--- src/rtl/pc_branch_fixup.sv ---
//------------------------------------------------------------------------------
// pc_branch_fixup : 6502 PC (PCL/PCH) with +1 increment and two-cycle
//                   relative-branch page fix-up.
// Revision: 1.0
//------------------------------------------------------------------------------
`default_nettype none

module pc_branch_fixup #(
  parameter logic [15:0] RESET_VECTOR = 16'hFFFC
) (
  input  logic        clk_IN,
  input  logic        rstN_IN,
  input  logic        pcLoad_EN,
  input  logic [15:0] pcLoad_IN,
  input  logic        branch_EN,
  input  logic [7:0]  offset_IN,
  input  logic        pcInc_EN,
  output logic [15:0] pc_OUT,
  output logic        pcLowCarry_OUT,
  output logic        busy_OUT,
  output logic        fixup_OUT
);

  typedef enum logic [0:0] {
    IDLE  = 1'b0,
    FIXUP = 1'b1
  } state_t;

  state_t     state;
  logic [7:0] pcl;
  logic [7:0] pch;
  logic       dir_up;
  logic       low_carry;
  logic       fixup_pulse;

  logic [8:0] branch_sum;
  logic [8:0] inc_sum;

  assign branch_sum = {1'b0, pcl} + {1'b0, offset_IN};
  assign inc_sum    = {1'b0, pcl} + 9'd1;

  always_ff @(posedge clk_IN or negedge rstN_IN) begin
    if (!rstN_IN) begin
      state       <= IDLE;
      pcl         <= RESET_VECTOR[7:0];
      pch         <= RESET_VECTOR[15:8];
      dir_up      <= 1'b0;
      low_carry   <= 1'b0;
      fixup_pulse <= 1'b0;
    end else begin
      low_carry   <= 1'b0;
      fixup_pulse <= 1'b0;
      case (state)
        IDLE: begin
          if (pcLoad_EN) begin
            pch <= pcLoad_IN[15:8];
            pcl <= pcLoad_IN[7:0];
          end else if (branch_EN) begin
            pcl <= branch_sum[7:0];
            // Carry out of PCL with a positive offset, or no carry with a
            // negative one, means the target lies on the adjacent page.
            if (!offset_IN[7] && branch_sum[8]) begin
              dir_up <= 1'b1;
              state  <= FIXUP;
            end else if (offset_IN[7] && !branch_sum[8]) begin
              dir_up <= 1'b0;
              state  <= FIXUP;
            end
          end else if (pcInc_EN) begin
            pcl       <= inc_sum[7:0];
            pch       <= pch + {7'd0, inc_sum[8]};
            low_carry <= inc_sum[8];
          end
        end
        FIXUP: begin
          state <= IDLE;
          if (pcLoad_EN) begin
            pch <= pcLoad_IN[15:8];
            pcl <= pcLoad_IN[7:0];
          end else begin
            pch         <= dir_up ? pch + 8'd1 : pch - 8'd1;
            fixup_pulse <= 1'b1;
          end
        end
        default: state <= IDLE;
      endcase
    end
  end

  assign pc_OUT         = {pch, pcl};
  assign pcLowCarry_OUT = low_carry;
  assign busy_OUT       = (state == FIXUP);
  assign fixup_OUT      = fixup_pulse;

endmodule

`default_nettype wire
--- config.mk ---
export PLATFORM = sky130hd
export DESIGN_NAME = pc_branch_fixup
export DESIGN_NICKNAME = d
export VERILOG_FILES = /design/src/rtl/pc_branch_fixup.sv
export SDC_FILE = /design/constraint.sdc
export NUM_CORES = 1
export LEC_CHECK = 0
export BUFFER_PORTS_ARGS = -buffer_cell sky130_fd_sc_hd__buf_4
export CELL_PAD_IN_SITES_DETAIL_PLACEMENT = 0
export CELL_PAD_IN_SITES_GLOBAL_PLACEMENT = 1
export CORE_UTILIZATION = 39
export CTS_BUF_LIST = sky130_fd_sc_hd__clkbuf_16
export CTS_CLUSTER_SIZE = 28
export DETAILED_ROUTE_END_ITERATION = 7
export GPL_TIMING_DRIVEN = 0
export PLACE_DENSITY = 0.78
export SLEW_MARGIN = 20
export SYNTH_ARGS = -nofsm -noshare
export SYNTH_HDL_FRONTEND = slang
export SYNTH_SLANG_ARGS = --single-unit
--- constraint.sdc ---
create_clock -name clk_IN -period 2.75 [get_ports clk_IN]
set_clock_uncertainty 0.05 [all_clocks]
set_input_delay 0.4125 -clock clk_IN [delete_from_list [all_inputs] [get_ports clk_IN]]
set_output_delay 0.4125 -clock clk_IN [all_outputs]
set_load 0.01 [all_outputs]
* Yosys cells after proc, flatten, opt, wreduce, memory -nomap -nowiden
Index checks and enable logic that the tools add are counted.
Widths: inputs -> output; s select.
** Storage, ports and cells
- Input port bits :: 29
- Register bits :: 20
- Output and inout port bits :: 19
- Word-level logic and storage cells :: 49
** Cells by class
- Multiplexer cells :: 24
- Bitwise gates (word level) :: 2
- Add/subtract/negate cells :: 5
- Equality and inequality tests :: 4
- Reduce and logical (&&, ||, !) cells :: 8
** Operators with widths (count)
- $mux 8 :: 9
- $pmux 8 s2 :: 2
- $mux 1 :: 12
- $add 8x1->9 const B :: 1
- $add 8x8->9 :: 1
- $add 8x1->8 :: 1
- $add 8x1->8 const B :: 1
- $sub 8x1->8 const B :: 1
- $ne 3x3->1 const B :: 2
- $ne 4x4->1 const B :: 1
- $reduce_and 2->1 :: 2
- $reduce_and 4->1 :: 1
- $logic_and 1x1->1 :: 2
- $logic_not 1->1 :: 2
- $ne 2x2->1 const B :: 1
- $not 1->1 :: 2
- $pmux 1 s2 :: 1
- $reduce_bool 2->1 :: 1

* Logic depth before layout (Yosys ltp)
- Depth in word-level cells :: 8
- Gate-level depth with buffers :: 13
- Mapped depth without buffers :: 13

* Worst setup path after synthesis
No wires, ideal clock.
- Path kind :: flip-flop to flip-flop
- Start point :: register pcl[0]
- End point :: register dir_up
- Slack :: 0.375 ns
- Cell stages (with the launch flop) :: 13
- Clock period less this slack :: 2.375 ns
- Data required time :: 2.566 ns
- Path buffers :: 0
- Library setup time :: 0.134 ns
- Data arrival time :: 2.191 ns
- Cells stage by stage :: dfrtp_1 -> ha_1 -> inv_1 -> fa_1 -> nor2b_1 -> o21ai_1 -> nand2b_1 -> a21o_1 -> a21oi_1 -> o21ai_0 -> ha_1 -> nor2_1 -> o21ai_0
** Between the ends
- Cells in the longest elaborated chain, start to end :: 5
- Elaborated cells on any way between the ends :: 7
- Those cells by class :: add/sub: 1; mux: 1; reduce/logical: 5
** Ends and longest elaborated chain
- start, declared :: RTL line 30 : logic [7:0] pcl;
- start signal, assigned :: RTL line 45 : pcl <= RESET_VECTOR[7:0];
- start signal, assigned :: RTL line 57 : pcl <= pcLoad_IN[7:0];
- start signal, assigned :: RTL line 59 : pcl <= branch_sum[7:0];
- $add 8x8->9 * :: RTL line 39 : assign branch_sum = {1'b0, pcl} + {1'b0, offset_IN};
- $logic_not 1->1 :: RTL line 65 : end else if (offset_IN[7] && !branch_sum[8]) begin
- $logic_and 1x1->1 :: RTL line 65
- $reduce_bool 2->1 (no source line)
- $reduce_and 4->1 (no source line)
- end signal, assigned :: RTL line 47 : dir_up <= 1'b0;
- end signal, assigned :: RTL line 63 : dir_up <= 1'b1;
- end signal, assigned :: RTL line 66 : dir_up <= 1'b0;
- end, declared :: RTL line 32 : logic dir_up;
Every way passes the cells marked *; elsewhere a longest branch is shown, timed or not.
A chain may end at the register's enable or synchronous reset.

* Final worst setup path
- Start point :: register pcl[1]
- End point :: register dir_up
Same word-level chain as after synthesis.

==> reports/results.md <==
* run status: complete, no violations
* sequential cell area in the final layout: 519 sq um
* first-pass GRT wire length: 8480 um
* type of the most critical hold path: in2reg
* RSZ-0062 raised after global routing: no
* count of maximum capacitance violations: 0
* power density over cell area: 766 nW/um^2
* relative area change from synthesis to final layout: 26.8%
* flip-flop and latch count after synthesis: 20
* fraction of registers with async set/reset: 100%
* final max-slew violation count: 0
* CP Class: reg2reg
* commonest cells after routing, fill and taps aside: 47 x buf_4, 20 x a21oi_1, 20 x nand2_1
* aggregate negative setup slack: 0 ps
* violation count after the first detailed-route iteration: 105
* Final Cell Area: 2390 sq um
* utilization after layout: 53.0%
* yosys warns: 0
* remaining design rule violation count: 0
* number of global-route vias before repair: 1767
* startpoint type of the worst setup path: flop
* required time reported for the critical path endpoint: 2820 ps
* Worst path max stage delay: 460 ps
* Max Clk Rate: 401 MHz
* fin crit period: 2490 ps
* Worst-Margin Slew: 474 ps
* Synthesized Nets: 275
* mean routed wirelength per cell: 14.9 um
* post-synth cell types: 51
* sort of element at the end of the critical path: flop
* average instance area after synthesis: 8.33 sq um
* number of fill cells: 464
* DR vias: 1847
* clock latency at the later pin of the worst-skew pair: 250 ps
* clock buffer count from CTS: 3
* initial standard-cell utilization of the core: 41.8%
* most frequent standard cell in the layout excluding fill and tap cells: buf_4
* Max-Slew Margin vs Limit: 68.2%
* slack of the critical path: 255 ps
* routability congestion estimate: 0.786
* top flip-flop cell by instance count after synthesis: dfstp_2
* I/O pin total: 48
* period utilisation layout: 90.7%
* cell-by-cell listing of the critical path: inv_1, fa_1, nor2b_1, o21ai_1, nand2b_1, a21o_1, a21oi_1, o21ai_0, ha_1, nor2_1, o21ai_0
* Core ar.: 4500 sq um
* Worst Hold Margin: 318 ps
* proportion of layout cells with a drive suffix above 1: 27.1%
* Final #Nets: 328
* port buffer count: 46
* crit-path most repeated cell: o21ai_0
* overall die width: 71.5 um
* Max Fanout on Critical Path: 7
* final cell count without fillers: 329
* sum of overflow across all layers after global routing: 0
* Arrival @ worst endpoint: 2560 ps
* maximum clock insertion buffer count: 2
* Reg2Reg Capture Point: dir_up
* placed cells: 324
* Total Die Area: 5110 sq um
* Hold Fails Final Rpt: 0
* post-synthesis instance area: 1880 sq um
* Post-Syn Instances: 226
* power after layout: 1.83 mW
* Sinks on Clock Net: 20
* Post-synth EDFFs: 0
* worst-case vdd ir drop: 0.312 mV
* Overall Global Routing Usage: 21.1%
* site row count: 24
* Clock Pin Slew Worst Setup and Hold Paths: 50 ps
* CTS tree: done
* capturing instance or port of the critical path: dir_up
* setup slack at placement: 60.2 ps
* slowest stage cell, crit path: dfrtp_1
* count of antenna-violating nets left after detailed routing: 0
* start point of the critical path: pcl[1]
* largest net degree at the start of global routing: 21
* Total Routed Length: 4900 um
* total leakage power: 1.09 nW
* Seq/Total Area, Yosys: 27.5%
* maximum level of the CTS H-tree: 1
* FF-to-FF path depth: 11
* antenna violations before repair: 0
* number of vias per cell: 5.61
* library cell used as clock root buffer: clkbuf_16
* post-place instance area: 2290 sq um
* HPWL after DPL: 3850 um
* die height: 71.5 um
* minimum setup slack among reg-to-reg paths: 260 ps
* Pre-antenna DRT Iters: 4
* source of the worst register-to-register timing path: pcl[1]
* number of setup violations in the final report: 0
* multi-input logic area: 1280 sq um
* antenna diode count: 0
final cells by class:
class	instances	area share, %
sequential	20	21.8
tap	52	2.73
clock buffer	3	3.15
inverter	10	1.57
buffer	8	1.84
multi-input combinational	188	53.7
timing repair buffer	48	15.2
cells in the mapped netlist (6+ instances only):
cell type	n	area, sq um
a21oi_1	20	100
nand2_1	20	75.1
ha_1	18	225
nor2_1	18	67.6
dfstp_2	14	368
o21ai_0	14	70.1
inv_1	10	37.5
xor2_1	10	87.6
a211oi_1	8	60.1
a21o_1	7	52.6
dfrtp_1	6	150
o22ai_1	6	37.5
xnor2_1	6	52.6
worst min-delay path by stage:
| stage | from | endpoint | slack [ps] | depth (start not counted) |
|---|---|---|---|---|
| floorplan | rstN_IN | busy_OUT | 70 | 0 |
| global placement | rstN_IN | pcl[1] | 260 | 1 |
| detailed placement | rstN_IN | pcl[1] | 260 | 1 |
| CTS | pcLoad_IN[9] | pch[1] | 320 | 3 |
| global route | pcLoad_IN[9] | pch[1] | 340 | 3 |
| finish | pcLoad_IN[10] | pch[2] | 320 | 3 |
metal layers:
metal / vias to the layer above / routed length (um) / track usage (%)
met5: - / 0 / 0
met2: 45 / 2120 / 31.2
met1: 855 / 2570 / 32.8
met4: 0 / 28 / 3.49
li1: 943 / - / -
met3: 4 / 175 / 3.38
worst max-delay path: cells and delay by family, from the launching register on:
kind,cells,cell delay (ps)
adders and majority gates,2,710
AOI/OAI and AO/OA,5,590
and+or+nand+nor,3,430
buffers and inverters,1,110
DFF,1,460
registers in the layout, summed over array words and instances, names as in the netlist:
register / count
pcl: 8
pch: 8
busy_OUT: 1
fixup_OUT: 1
pcLowCarry_OUT: 1
dir_up: 1
repair_timing:
action	4_1_cts	5_1_grt
buffers inserted	0	1
resized for setup	0	1
hold endpoints to repair	6	0
hold buffers	1	0
setup endpoints to repair	0	1
logic make-up (layout without fill, tap and decap cells):
kind of cell	count (synthesis)	in the layout	share of synthesized area, %
multiplexers	3	3	1.66
AND/OR/NAND/NOR	69	69	17.8
XOR/XNOR	16	16	7.45
flip-flops	20	20	27.5
AO/OA/AOI/OAI	80	80	27.2
buffers and inverters	18	69	4.32
adder cells (fa/ha/maj)	20	20	14.1
report_power, final:
part	internal (mW)	total, mW	switching [mW]	leakage [nW]
registers	0.400	0.509	0.109	0.224
logic	0.483	1.02	0.541	0.832
clock network	0.192	0.294	0.103	0.0370
total	1.07	1.83	0.753	1.09
Power figures use the tool's default switching activity.
